$ cat src/rtl/axi_lite_slave_regfile_if.sv
// AXI4-Lite bus bundle for the register-file slave: five channels, master and slave views.
interface axi_lite_slave_regfile_if;
    logic [31:0] awaddr;
    logic        awvalid;
    logic        awready;
    logic [31:0] wdata;
    logic [3:0]  wstrb;
    logic        wvalid;
    logic        wready;
    logic [1:0]  bresp;
    logic        bvalid;
    logic        bready;
    logic [31:0] araddr;
    logic        arvalid;
    logic        arready;
    logic [31:0] rdata;
    logic [1:0]  rresp;
    logic        rvalid;
    logic        rready;

    modport master (
        output awaddr, awvalid, wdata, wstrb, wvalid, bready, araddr, arvalid, rready,
        input  awready, wready, bresp, bvalid, arready, rdata, rresp, rvalid
    );

    modport slave (
        input  awaddr, awvalid, wdata, wstrb, wvalid, bready, araddr, arvalid, rready,
        output awready, wready, bresp, bvalid, arready, rdata, rresp, rvalid
    );
endinterface

$ cat src/rtl/axi_lite_slave_regfile.sv
// AXI4-Lite slave exposing NUM_REGS 32-bit byte-strobed registers at BASE_ADDR.
// Write and read paths are independent; all bus outputs come straight from flops.
module axi_lite_slave_regfile #(
    parameter logic [31:0] BASE_ADDR = 32'h0,
    parameter int          NUM_REGS  = 4
) (
    input  logic                       aclk,
    input  logic                       areset_n,
    axi_lite_slave_regfile_if.slave    bus
);

    localparam int          IDX_W        = $clog2(NUM_REGS);
    localparam logic [31:0] REGION_BYTES = 32'(4 * NUM_REGS);
    localparam logic [1:0]  RESP_OKAY    = 2'b00;
    localparam logic [1:0]  RESP_SLVERR  = 2'b10;

    // Bit 32 of the offset is the borrow: set when addr lies below BASE_ADDR.
    function automatic logic [32:0] addr_offset(input logic [31:0] addr);
        return {1'b0, addr} - {1'b0, BASE_ADDR};
    endfunction

    function automatic logic offset_in_range(input logic [32:0] off);
        return (off[32] == 1'b0) && (off[31:0] < REGION_BYTES);
    endfunction

    function automatic logic [31:0] merge_bytes(input logic [31:0] old_val,
                                                input logic [31:0] new_val,
                                                input logic [3:0]  strb);
        logic [31:0] res;
        for (int k = 0; k < 4; k++) begin
            res[8*k +: 8] = strb[k] ? new_val[8*k +: 8] : old_val[8*k +: 8];
        end
        return res;
    endfunction

    logic [31:0] regs_r [NUM_REGS];

    logic        aw_held_r, w_held_r, bvalid_r, rvalid_r;
    logic        awready_r, wready_r, arready_r;
    logic [31:0] awaddr_r, wdata_r, rdata_r;
    logic [3:0]  wstrb_r;
    logic [1:0]  bresp_r, rresp_r;

    logic        aw_held_nxt_s, w_held_nxt_s, bvalid_nxt_s, rvalid_nxt_s;
    logic [31:0] awaddr_nxt_s, wdata_nxt_s, rdata_nxt_s;
    logic [3:0]  wstrb_nxt_s;
    logic [1:0]  bresp_nxt_s, rresp_nxt_s;

    logic             aw_xfer_s, w_xfer_s, ar_xfer_s, commit_s;
    logic [31:0]      wr_addr_s, wr_data_s, rd_word_s;
    logic [3:0]       wr_strb_s;
    logic [32:0]      wr_off_s, rd_off_s;
    logic             wr_in_range_s, rd_in_range_s;
    logic [IDX_W-1:0] wr_idx_s, rd_idx_s;

    assign aw_xfer_s = bus.awvalid && awready_r;
    assign w_xfer_s  = bus.wvalid  && wready_r;
    assign ar_xfer_s = bus.arvalid && arready_r;

    // Held values win; otherwise use whatever is transferring this edge.
    assign wr_addr_s = aw_held_r ? awaddr_r : bus.awaddr;
    assign wr_data_s = w_held_r  ? wdata_r  : bus.wdata;
    assign wr_strb_s = w_held_r  ? wstrb_r  : bus.wstrb;
    assign commit_s  = (aw_held_r || aw_xfer_s) && (w_held_r || w_xfer_s);

    assign wr_off_s      = addr_offset(wr_addr_s);
    assign rd_off_s      = addr_offset(bus.araddr);
    assign wr_in_range_s = offset_in_range(wr_off_s);
    assign rd_in_range_s = offset_in_range(rd_off_s);
    assign wr_idx_s      = wr_off_s[IDX_W+1:2];
    assign rd_idx_s      = rd_off_s[IDX_W+1:2];
    assign rd_word_s     = rd_in_range_s ? regs_r[rd_idx_s] : 32'h0;

    // Next-state for write hold flags, write response and read response.
    always_comb begin
        aw_held_nxt_s = commit_s ? 1'b0 : (aw_held_r || aw_xfer_s);
        w_held_nxt_s  = commit_s ? 1'b0 : (w_held_r || w_xfer_s);
        awaddr_nxt_s  = aw_xfer_s ? bus.awaddr : awaddr_r;
        wdata_nxt_s   = w_xfer_s  ? bus.wdata  : wdata_r;
        wstrb_nxt_s   = w_xfer_s  ? bus.wstrb  : wstrb_r;

        bvalid_nxt_s = bvalid_r;
        bresp_nxt_s  = bresp_r;
        if (commit_s) begin
            bvalid_nxt_s = 1'b1;
            bresp_nxt_s  = wr_in_range_s ? RESP_OKAY : RESP_SLVERR;
        end else if (bvalid_r && bus.bready) begin
            bvalid_nxt_s = 1'b0;
        end else begin
            bvalid_nxt_s = bvalid_r;
        end

        rvalid_nxt_s = rvalid_r;
        rdata_nxt_s  = rdata_r;
        rresp_nxt_s  = rresp_r;
        if (ar_xfer_s) begin
            rvalid_nxt_s = 1'b1;
            rdata_nxt_s  = rd_word_s;
            rresp_nxt_s  = rd_in_range_s ? RESP_OKAY : RESP_SLVERR;
        end else if (rvalid_r && bus.rready) begin
            rvalid_nxt_s = 1'b0;
        end else begin
            rvalid_nxt_s = rvalid_r;
        end
    end

    // State, register file and registered ready outputs; reset discards everything in flight.
    always_ff @(posedge aclk) begin
        if (!areset_n) begin
            for (int i = 0; i < NUM_REGS; i++) begin
                regs_r[i] <= 32'h0;
            end
            aw_held_r <= 1'b0;
            w_held_r  <= 1'b0;
            awaddr_r  <= 32'h0;
            wdata_r   <= 32'h0;
            wstrb_r   <= 4'h0;
            bvalid_r  <= 1'b0;
            bresp_r   <= 2'b00;
            rvalid_r  <= 1'b0;
            rdata_r   <= 32'h0;
            rresp_r   <= 2'b00;
            awready_r <= 1'b1;
            wready_r  <= 1'b1;
            arready_r <= 1'b1;
        end else begin
            if (commit_s && wr_in_range_s) begin
                regs_r[wr_idx_s] <= merge_bytes(regs_r[wr_idx_s], wr_data_s, wr_strb_s);
            end
            aw_held_r <= aw_held_nxt_s;
            w_held_r  <= w_held_nxt_s;
            awaddr_r  <= awaddr_nxt_s;
            wdata_r   <= wdata_nxt_s;
            wstrb_r   <= wstrb_nxt_s;
            bvalid_r  <= bvalid_nxt_s;
            bresp_r   <= bresp_nxt_s;
            rvalid_r  <= rvalid_nxt_s;
            rdata_r   <= rdata_nxt_s;
            rresp_r   <= rresp_nxt_s;
            awready_r <= !aw_held_nxt_s && !bvalid_nxt_s;
            wready_r  <= !w_held_nxt_s && !bvalid_nxt_s;
            arready_r <= !rvalid_nxt_s;
        end
    end

    assign bus.awready = awready_r;
    assign bus.wready  = wready_r;
    assign bus.bvalid  = bvalid_r;
    assign bus.bresp   = bresp_r;
    assign bus.arready = arready_r;
    assign bus.rvalid  = rvalid_r;
    assign bus.rdata   = rdata_r;
    assign bus.rresp   = rresp_r;

endmodule

$ cat src/flat_wrapper.sv
// flat-port wrapper written by rule: the top's interface ports become plain ports
module axi_lite_slave_regfile_flat 
#(
    parameter logic [31:0] BASE_ADDR = 32'h0,
    parameter int          NUM_REGS  = 4
)
  (aclk, areset_n, bus_awaddr, bus_awvalid, bus_wdata, bus_wstrb, bus_wvalid, bus_bready, bus_araddr, bus_arvalid, bus_rready, bus_awready, bus_wready, bus_bresp, bus_bvalid, bus_arready, bus_rdata, bus_rresp, bus_rvalid);
  axi_lite_slave_regfile_if bus_i ();
  input  logic aclk;
  input  logic areset_n;
  input wire logic [$bits(bus_i.awaddr)-1:0] bus_awaddr;
  input wire logic [$bits(bus_i.awvalid)-1:0] bus_awvalid;
  input wire logic [$bits(bus_i.wdata)-1:0] bus_wdata;
  input wire logic [$bits(bus_i.wstrb)-1:0] bus_wstrb;
  input wire logic [$bits(bus_i.wvalid)-1:0] bus_wvalid;
  input wire logic [$bits(bus_i.bready)-1:0] bus_bready;
  input wire logic [$bits(bus_i.araddr)-1:0] bus_araddr;
  input wire logic [$bits(bus_i.arvalid)-1:0] bus_arvalid;
  input wire logic [$bits(bus_i.rready)-1:0] bus_rready;
  output wire logic [$bits(bus_i.awready)-1:0] bus_awready;
  output wire logic [$bits(bus_i.wready)-1:0] bus_wready;
  output wire logic [$bits(bus_i.bresp)-1:0] bus_bresp;
  output wire logic [$bits(bus_i.bvalid)-1:0] bus_bvalid;
  output wire logic [$bits(bus_i.arready)-1:0] bus_arready;
  output wire logic [$bits(bus_i.rdata)-1:0] bus_rdata;
  output wire logic [$bits(bus_i.rresp)-1:0] bus_rresp;
  output wire logic [$bits(bus_i.rvalid)-1:0] bus_rvalid;
  assign bus_i.awaddr = bus_awaddr;
  assign bus_i.awvalid = bus_awvalid;
  assign bus_i.wdata = bus_wdata;
  assign bus_i.wstrb = bus_wstrb;
  assign bus_i.wvalid = bus_wvalid;
  assign bus_i.bready = bus_bready;
  assign bus_i.araddr = bus_araddr;
  assign bus_i.arvalid = bus_arvalid;
  assign bus_i.rready = bus_rready;
  assign bus_awready = bus_i.awready;
  assign bus_wready = bus_i.wready;
  assign bus_bresp = bus_i.bresp;
  assign bus_bvalid = bus_i.bvalid;
  assign bus_arready = bus_i.arready;
  assign bus_rdata = bus_i.rdata;
  assign bus_rresp = bus_i.rresp;
  assign bus_rvalid = bus_i.rvalid;
  axi_lite_slave_regfile #(.BASE_ADDR(BASE_ADDR), .NUM_REGS(NUM_REGS)) u_core (.aclk(aclk), .areset_n(areset_n), .bus(bus_i));
endmodule
$ cat config.mk
export PLATFORM = sky130hd
export DESIGN_NAME = axi_lite_slave_regfile_flat
export DESIGN_NICKNAME = d
export VERILOG_FILES = /design/src/rtl/axi_lite_slave_regfile_if.sv /design/src/rtl/axi_lite_slave_regfile.sv /design/src/flat_wrapper.sv
export SDC_FILE = /design/constraint.sdc
export NUM_CORES = 1
export LEC_CHECK = 0
export ABC_AREA = 1
export CAP_MARGIN = 20
export CORE_ASPECT_RATIO = 1.1
export CORE_MARGIN = 1.5
export CORE_UTILIZATION = 35
export DETAILED_ROUTE_END_ITERATION = 10
export RECOVER_POWER = 25
export SLEW_MARGIN = 20
export SYNTH_ARGS = -nofsm -noshare
export SYNTH_HDL_FRONTEND = slang
export SYNTH_SLANG_ARGS = --single-unit
export TNS_END_PERCENT = 100
$ cat constraint.sdc
create_clock -name aclk -period 2.5 [get_ports aclk]
set_clock_uncertainty 0.1 [all_clocks]
set_input_delay 0.25 -clock aclk [delete_from_list [all_inputs] [get_ports aclk]]
set_output_delay 0.25 -clock aclk [all_outputs]
set_load 0.1 [all_outputs]
==> summary.md, run 1 <==
| Metric | Value |
|---|---|
| Drt drc | `0` |
| Fin nets | `roughly 1400` |
| Crit share post-route | `between 90% and 100%` |
| Slew HR | `20.1%` |
| GP Congestion | `approximately 0.74` |
| Share of the synthesized area in the top cell type | `between 30% and 40%` |
| Post-cts sizing count | `0` |
| Routed Antenna Nets | `0` |
| Netlist cell types | `30` |
| Cts hold-fix bufs | `0` |
| Port Buffers | `about 140` |
| RSZ-0062 raised after global routing | `false` |
| Post-layout util | `approximately 45%` |
| Power Dens Cells | `around 710 nW/µm²` |
| Worst-Skew Late Latency | `0.51 ns` |
| Most used cell, CP | `nand2_1` |
| Worst hold margin | `between 0.15 and 0.2 ns` |
| Number of synthesized flops with an enable pin | `128` |
| Synth top area cells | `edfxtp_1 (38%), dfxtp_1 (21%), nor2_1 (11%)` |
| Bufs and invs on worst path | `2` |
| H-tree levels | `1` |
| Register area share after synthesis | `between 50% and 60%` |
| Most numerous cell in the Yosys netlist | `nor2_1` |
| Final Hold Fails | `0` |
| Routed WL per cell | `14.0 µm` |
| Rows | `65` |
| First-pass iteration count of the detailed router | `5` |
| Footprint of the multi-input gates | `approximately 3500 µm²` |
| Postcts setup bufs | `0` |
| Cell taking the most area after synthesis | `edfxtp_1` |
| Detail Placement HPWL | `16.7 mm` |
| Worst-Margin Slew | `between 1 and 1.5 ns` |
| Outcome | `complete, no violations` |
| Maximum VDD drop | `about 430 µV` |
| Vias in the first global route | `around 8000` |
| Grt ovf | `0` |
| Starting Density | `35.4%` |
| Ys Warns | `0` |
| Hold WC Path Type | `in -> reg` |
| Area grow syn2layout | `27.3%` |
| Global-route wire length before repair | `between 30 and 40 mm` |
| CP delay by family, top | `simple AND/OR/NAND/NOR gates` |
| Total global routing track utilization | `between 15 and 20%` |
| CTS Root Cell | `clkbuf_16` |
| 1st-iter DRT viols | `368` |
| Via density | `~4.8` |
| Max Cap Violations | `0` |
| CTS Buffer Depth | `3` |
| Fmax | `0.437 GHz` |
| Netlist Area Pre-Place | `roughly 10000 µm²` |
| Critical Path RT | `about 2.6 ns` |
| Ports | `roughly 150` |
| Gate count of the mapped netlist | `1150` |
| Leakage Power | `approximately 5.0 nW` |
| Async SR Flop Fraction | `0%` |
| Final WL | `around 24 mm` |
| Fillcell total | `2839` |
| Critical path peak fanout | `8` |
| Max Slew Vio Count | `0` |
| Pin count of the biggest net entering global routing | `67` |
| Register area | `approximately 6000 µm²` |
| Synth Register Bits | `approximately 240` |
| Ys flop type | `edfxtp_1` |
| Clk slew on worst S/H paths | `about 0.060 ns` |
| Die Wd | `165 µm` |
| CTS Buf Count | `25` |
| Avg Cell Area, Syn | `roughly 9 µm²` |
| Initial antenna violation count | `0` |
| Setup violators final | `0` |
| Worst setup SP type | `flip-flop` |
| Max incr delay on CP | `between 0.4 and 0.5 ns` |
| Clock Sink Count | `235` |
| Critical Path Sink Type | `flip-flop` |
| Layout cell share with drive strength beyond 1 | `approximately 9.7%` |
| Critical path class | `reg -> reg` |
| Core region area | `between 20000 and 30000 µm²` |
| Vias | `about 8000` |
| CTS tree | `yes` |
| CP max stage cell | `dfxtp_1` |
| Die Area | `approximately 30000 µm²` |
| Worst path cell trace | `inv_2 -> nor3_1 -> nand3_1 -> nand2_1 -> o2111ai_1 -> nand2_2 -> o21ai_0 -> nand2_1 -> inv_1` |
| Commonest cells post-synth | `nor2_1 (294), nand2_1 (179), o21ai_0 (133), edfxtp_1 (128), dfxtp_1 (107)` |
| Antenna cells | `0` |
| DIE HEIGHT | `182 µm` |
| CP Data Arrival Time | `around 2.4 ns` |
| Min Clock Period, post-route | `2.29 ns` |
cells in the final DEF (no fill, tap or decap), types with 6 or more instances in the layout:
cell             synthesis  routed
a21oi_1                 72      72
buf_12                   0      17
buf_4                    3      32
clkbuf_1                54      46
clkbuf_16                0      25
clkdlybuf4s50_1          0      99
clkinv_2                 0       6
dfxtp_1                107     106
edfxtp_1               128     128
inv_1                   84      83
inv_2                    6       6
nand2_1                179     180
nand3_1                  8       8
nand4_4                  8       8
nor2_1                 294     294
o21ai_0                133     133
o21ai_2                  6       6
o32ai_1                 32      32
power breakdown:
| part | total, mW | internal (mW) | switching (mW) |
|---|---|---|---|
| combinational | 1.07 | 0.404 | 0.662 |
| clock | 3.69 | 2.20 | 1.48 |
| sequential | 4.37 | 4.27 | 0.0930 |
cell type report:
type                       count  share of cell area, %
sequential                   235                   46.4
multi-input combinational    758                   27.4
clock inverter                15                   1.22
clock buffer                  30                   5.15
inverter                      91                   2.65
timing repair buffer         197                   13.7
tap                          368                   3.57
worst reg2reg max path, cell delays in order, from the launching register on:
cell and delay, ns:
dfxtp_1 0.46, inv_2 0.10, nor3_1 0.22, nand3_1 0.11, nand2_1 0.16, o2111ai_1 0.15
nand2_2 0.13, o21ai_0 0.24, nand2_1 0.13, inv_1 0.19
flip-flops by register name, summed over array words and instances (netlist names), 4 cells and up:
name / cells
u_core.regs_r: 128
u_core.bus.rdata: 32
u_core.awaddr_r: 30
u_core.wstrb_r: 4
u_core.wdata_r: 32
through the flow:
step	TNS (ns)	instances	total power, mW	instance area [µm²]	setup slack (ns)
after floorplan	0	1151	5.10	10100	0.0395
after global placement	-0.0488	1649	5.53	12300	-0.00570
after detailed placement	-0.882	1649	5.55	12300	-0.0415
after CTS	0	1694	9.24	13100	0.142
after global routing	0	1694	9.51	12900	0.0143
final	0	1694	9.12	12900	0.210
metal layers:
layer	wire [µm]	global-route usage, %
met5	0	0
met4	504	4.94
met3	1650	2.95
met2	11400	27.6
met1	10100	19.7
cells by family after synthesis:
kind of cell / share of synthesized area [%]
AOI/OAI and AO/OA: 13.6
and+or+nand+nor: 21.2
buffers and inverters: 6.15
other: 0.0370
DFF: 59.0
path summary, 6_finish.rpt:
path,startpoint,to,slack [ns],cells after the start
max,u_core.aw_held_r,u_core.regs_r[3][4],0.21,9
min,areset_n,u_core.wdata_r[16],0.17,4
max reg2reg,u_core.aw_held_r,u_core.regs_r[3][4],0.21,9
min reg2reg,u_core.awaddr_r[18],u_core.awaddr_r[18],0.36,2
No activity file was read; power rests on OpenSTA's default activity.
==> run 2, diff against run 1 <==
--- a/config.mk
+++ b/config.mk
@@ -12,6 +12,7 @@
 export CORE_UTILIZATION = 35
 export DETAILED_ROUTE_END_ITERATION = 10
 export RECOVER_POWER = 25
+export SETUP_SLACK_MARGIN = 0.1
 export SLEW_MARGIN = 20
 export SYNTH_ARGS = -nofsm -noshare
 export SYNTH_HDL_FRONTEND = slang
==> constraint.sdc (replaced) <==
create_clock -name aclk -period 2.1 [get_ports aclk]
set_clock_uncertainty 0.1 [all_clocks]
set_input_delay 0.21 -clock aclk [delete_from_list [all_inputs] [get_ports aclk]]
set_output_delay 0.21 -clock aclk [all_outputs]
set_load 0.1 [all_outputs]
==> summary.md, run 2 (synthesized netlist as in run 1, its figures left out) <==
| Metric | Value |
|---|---|
| Drt drc | `0 (unchanged)` |
| Fin nets | `1427 (was 1415)` |
| CTS Buffer Depth | `3 (unchanged)` |
| Pin count of the biggest net entering global routing | `69 (was 67)` |
| Slew HR | `51.0% (was 20.1%)` |
| Die Area | `30000 µm² (unchanged)` |
| Worst-Margin Slew | `0.728 ns (was 1.20 ns)` |
| Initial antenna violation count | `0 (unchanged)` |
| Routed WL per cell | `15.1 µm (was 14.0 µm)` |
| Leakage Power | `5.44 nW (was 5.01 nW)` |
| CP Data Arrival Time | `2.29 ns (was 2.41 ns)` |
| Max Slew Vio Count | `0 (unchanged)` |
| Setup ws final | `-0.0899 ns (was 0.210 ns)` |
| Ports | `148 (unchanged)` |
| Critical path peak fanout | `8 (unchanged)` |
| Starting Density | `35.4% (unchanged)` |
| CTS Buf Count | `26 (was 25)` |
| Post-layout util | `50.3% (was 45.1%)` |
| Cts hold-fix bufs | `0 (unchanged)` |
| Top reg by flops | `u_core.regs_r (unchanged)` |
| Layout cell share with drive strength beyond 1 | `25.4% (was 9.65%)` |
| Via density | `4.84 (was 4.81)` |
| Vias in the first global route | `8182 (was 7782)` |
| Die Wd | `165 µm (unchanged)` |
| Final Hold Fails | `0 (unchanged)` |
| Maximum VDD drop | `510 µV (was 435 µV)` |
| Power Dens Cells | `775 nW/µm² (was 707 nW/µm²)` |
| R2R setup slack | `-0.09 ns (was 0.21 ns)` |
| Worst-Skew Late Latency | `0.52 ns (was 0.51 ns)` |
| Final WL | `25.7 mm (was 23.7 mm)` |
| 1st-iter DRT viols | `481 (was 368)` |
| Cell Area, Placed | `12300 µm² (about the same)` |
| Clk slew on worst S/H paths | `0.06 ns (about the same)` |
| Total global routing track utilization | `16.7% (was 15.8%)` |
| Fillcell total | `2653 (was 2839)` |
| Final Cell Area | `14400 µm² (was 12900 µm²)` |
| GP Congestion | `0.750 (was 0.740)` |
| CTS tree | `yes (unchanged)` |
| Fmax | `0.457 GHz (was 0.437 GHz)` |
| DIE HEIGHT | `182 µm (unchanged)` |
| Critical path class | `reg -> reg (unchanged)` |
| Rows | `65 (unchanged)` |
| Crit share post-route | `104% (was 91.6%)` |
| Hold WC Path Type | `in -> reg (unchanged)` |
| Core region area | `28600 µm² (unchanged)` |
| Most frequent cells in the layout | `nor2_1 (216), o21ai_0 (132), edfxtp_1 (128) (was nor2_1 (294), nand2_1 (180), o21ai_0 (133))` |
| Grt ovf | `0 (unchanged)` |
| Max Cap Violations | `0 (unchanged)` |
| Setup violators final | `185 (was 0)` |
| Max FFs per register | `128 (unchanged)` |
| Global-route wire length before repair | `40.1 mm (was 38.0 mm)` |
| Antenna cells | `0 (unchanged)` |
| First-pass iteration count of the detailed router | `5 (unchanged)` |
| Failing checks | `negative setup slack` |
| Clock Sink Count | `235 (unchanged)` |
| Worst setup SP type | `flip-flop (unchanged)` |
| Critical Path RT | `2.20 ns (was 2.62 ns)` |
| Port Buffers | `141 (unchanged)` |
| Commonest non-fill, non-tap cell in the layout | `nor2_1 (unchanged)` |
| Area grow syn2layout | `42.0% (was 27.3%)` |
| Routed Antenna Nets | `0 (unchanged)` |
| Min Clock Period, post-route | `2.19 ns (was 2.29 ns)` |
| Critical Path Sink Type | `flip-flop (unchanged)` |
| H-tree levels | `1 (unchanged)` |
| Vias | `8260 (was 8144)` |
| Outcome | `finished with violations (was complete, no violations)` |
| CTS Root Cell | `clkbuf_16 (unchanged)` |
| RSZ-0062 raised after global routing | `true (was false)` |
| Final Total Pwr | `11.2 mW (was 9.12 mW)` |
| Detail Placement HPWL | `17.0 mm (was 16.7 mm)` |
==> run 2: cell types whose count changed in the layout (fill, tap and decap cells not counted), sizes merged <==
cell,change
bufinv,-1
clkbuf,-39
inv,-1
clkinvlp,+2
buf,+57
clkinv,-4
==> run 2: worst paths after layout <==
path                            start                   end  depth (start not counted)
setup / recovery     u_core.aw_held_r  u_core.regs_r[3][21]                         12
hold / removal           bus_wdata[6]     u_core.wdata_r[6]                          3
setup reg to reg     u_core.aw_held_r  u_core.regs_r[3][21]                         12
hold reg to reg   u_core.bus.rdata[9]   u_core.bus.rdata[9]                          2
==> run 2: critical path: stages (launching register included) <==
cell	delay [ns]
dfxtp_4	0.36
buf_6	0.13
nor2_2	0.07
nand3_1	0.08
nand2_1	0.09
nand2_2	0.06
nor2_4	0.16
o2111ai_2	0.17
nand2_4	0.15
o21ai_2	0.07
buf_6	0.14
nand2_4	0.06
clkinvlp_4	0.23
==> run 2: per-layer routing <==
layer  routed length (µm)  GRT usage (%)  part of all wire (%)  up-vias
met5                    0              0                     0        -
met1                10900           20.2                    42     3858
li1                     -              -                     -     4171
met3                 1500           3.08                   5.8       38
met4                  467           4.97                   1.8        0
met2                12900           29.9                    50      193
==> run 2: final cells by class <==
cell class	count	area (µm²)	area share, %
Inverter	91	355	2.47
Multi-Input combinational cell	758	4630	32.2
Timing Repair Buffer	208	2100	14.6
Sequential cell	235	6000	41.7
Clock inverter	11	109	0.756
Clock buffer	37	747	5.19
Tap cell	368	460	3.20
==> run 2: stage by stage <==
| step | TNS (ns) | setup slack, ns | hold slack [ns] | std cells |
|---|---|---|---|---|
| 2_1_floorplan | -6.00 | -0.0715 | 0.253 | 1151 |
| 3_3_place_gp | -88.55 | -0.401 | 0.348 | 1655 |
| 3_5_place_dp | -94.74 | -0.458 | 0.353 | 1655 |
| 4_1_cts | -2.91 | -0.0481 | 0.105 | 1705 |
| 5_1_grt | -35.00 | -0.206 | 0.157 | 1708 |
| 6_report | -7.72 | -0.0899 | 0.146 | 1708 |
==> run 2: power breakdown <==
group | switching (mW) | internal [mW] | leakage [nW] | total, mW
clock | 1.81 | 2.72 | 0.420 | 4.52
sequential | 0.112 | 5.09 | 2.20 | 5.20
combinational | 0.897 | 0.532 | 2.82 | 1.43
total | 2.81 | 8.34 | 5.44 | 11.2
==> run 2: what timing repair did <==
action	4_1_cts	5_1_grt
hold endpoints to repair	0	0
setup buffers	2	2
setup endpoints to repair	248	248
resized for setup	34	266
pin swaps	7	21
gates cloned	0	1
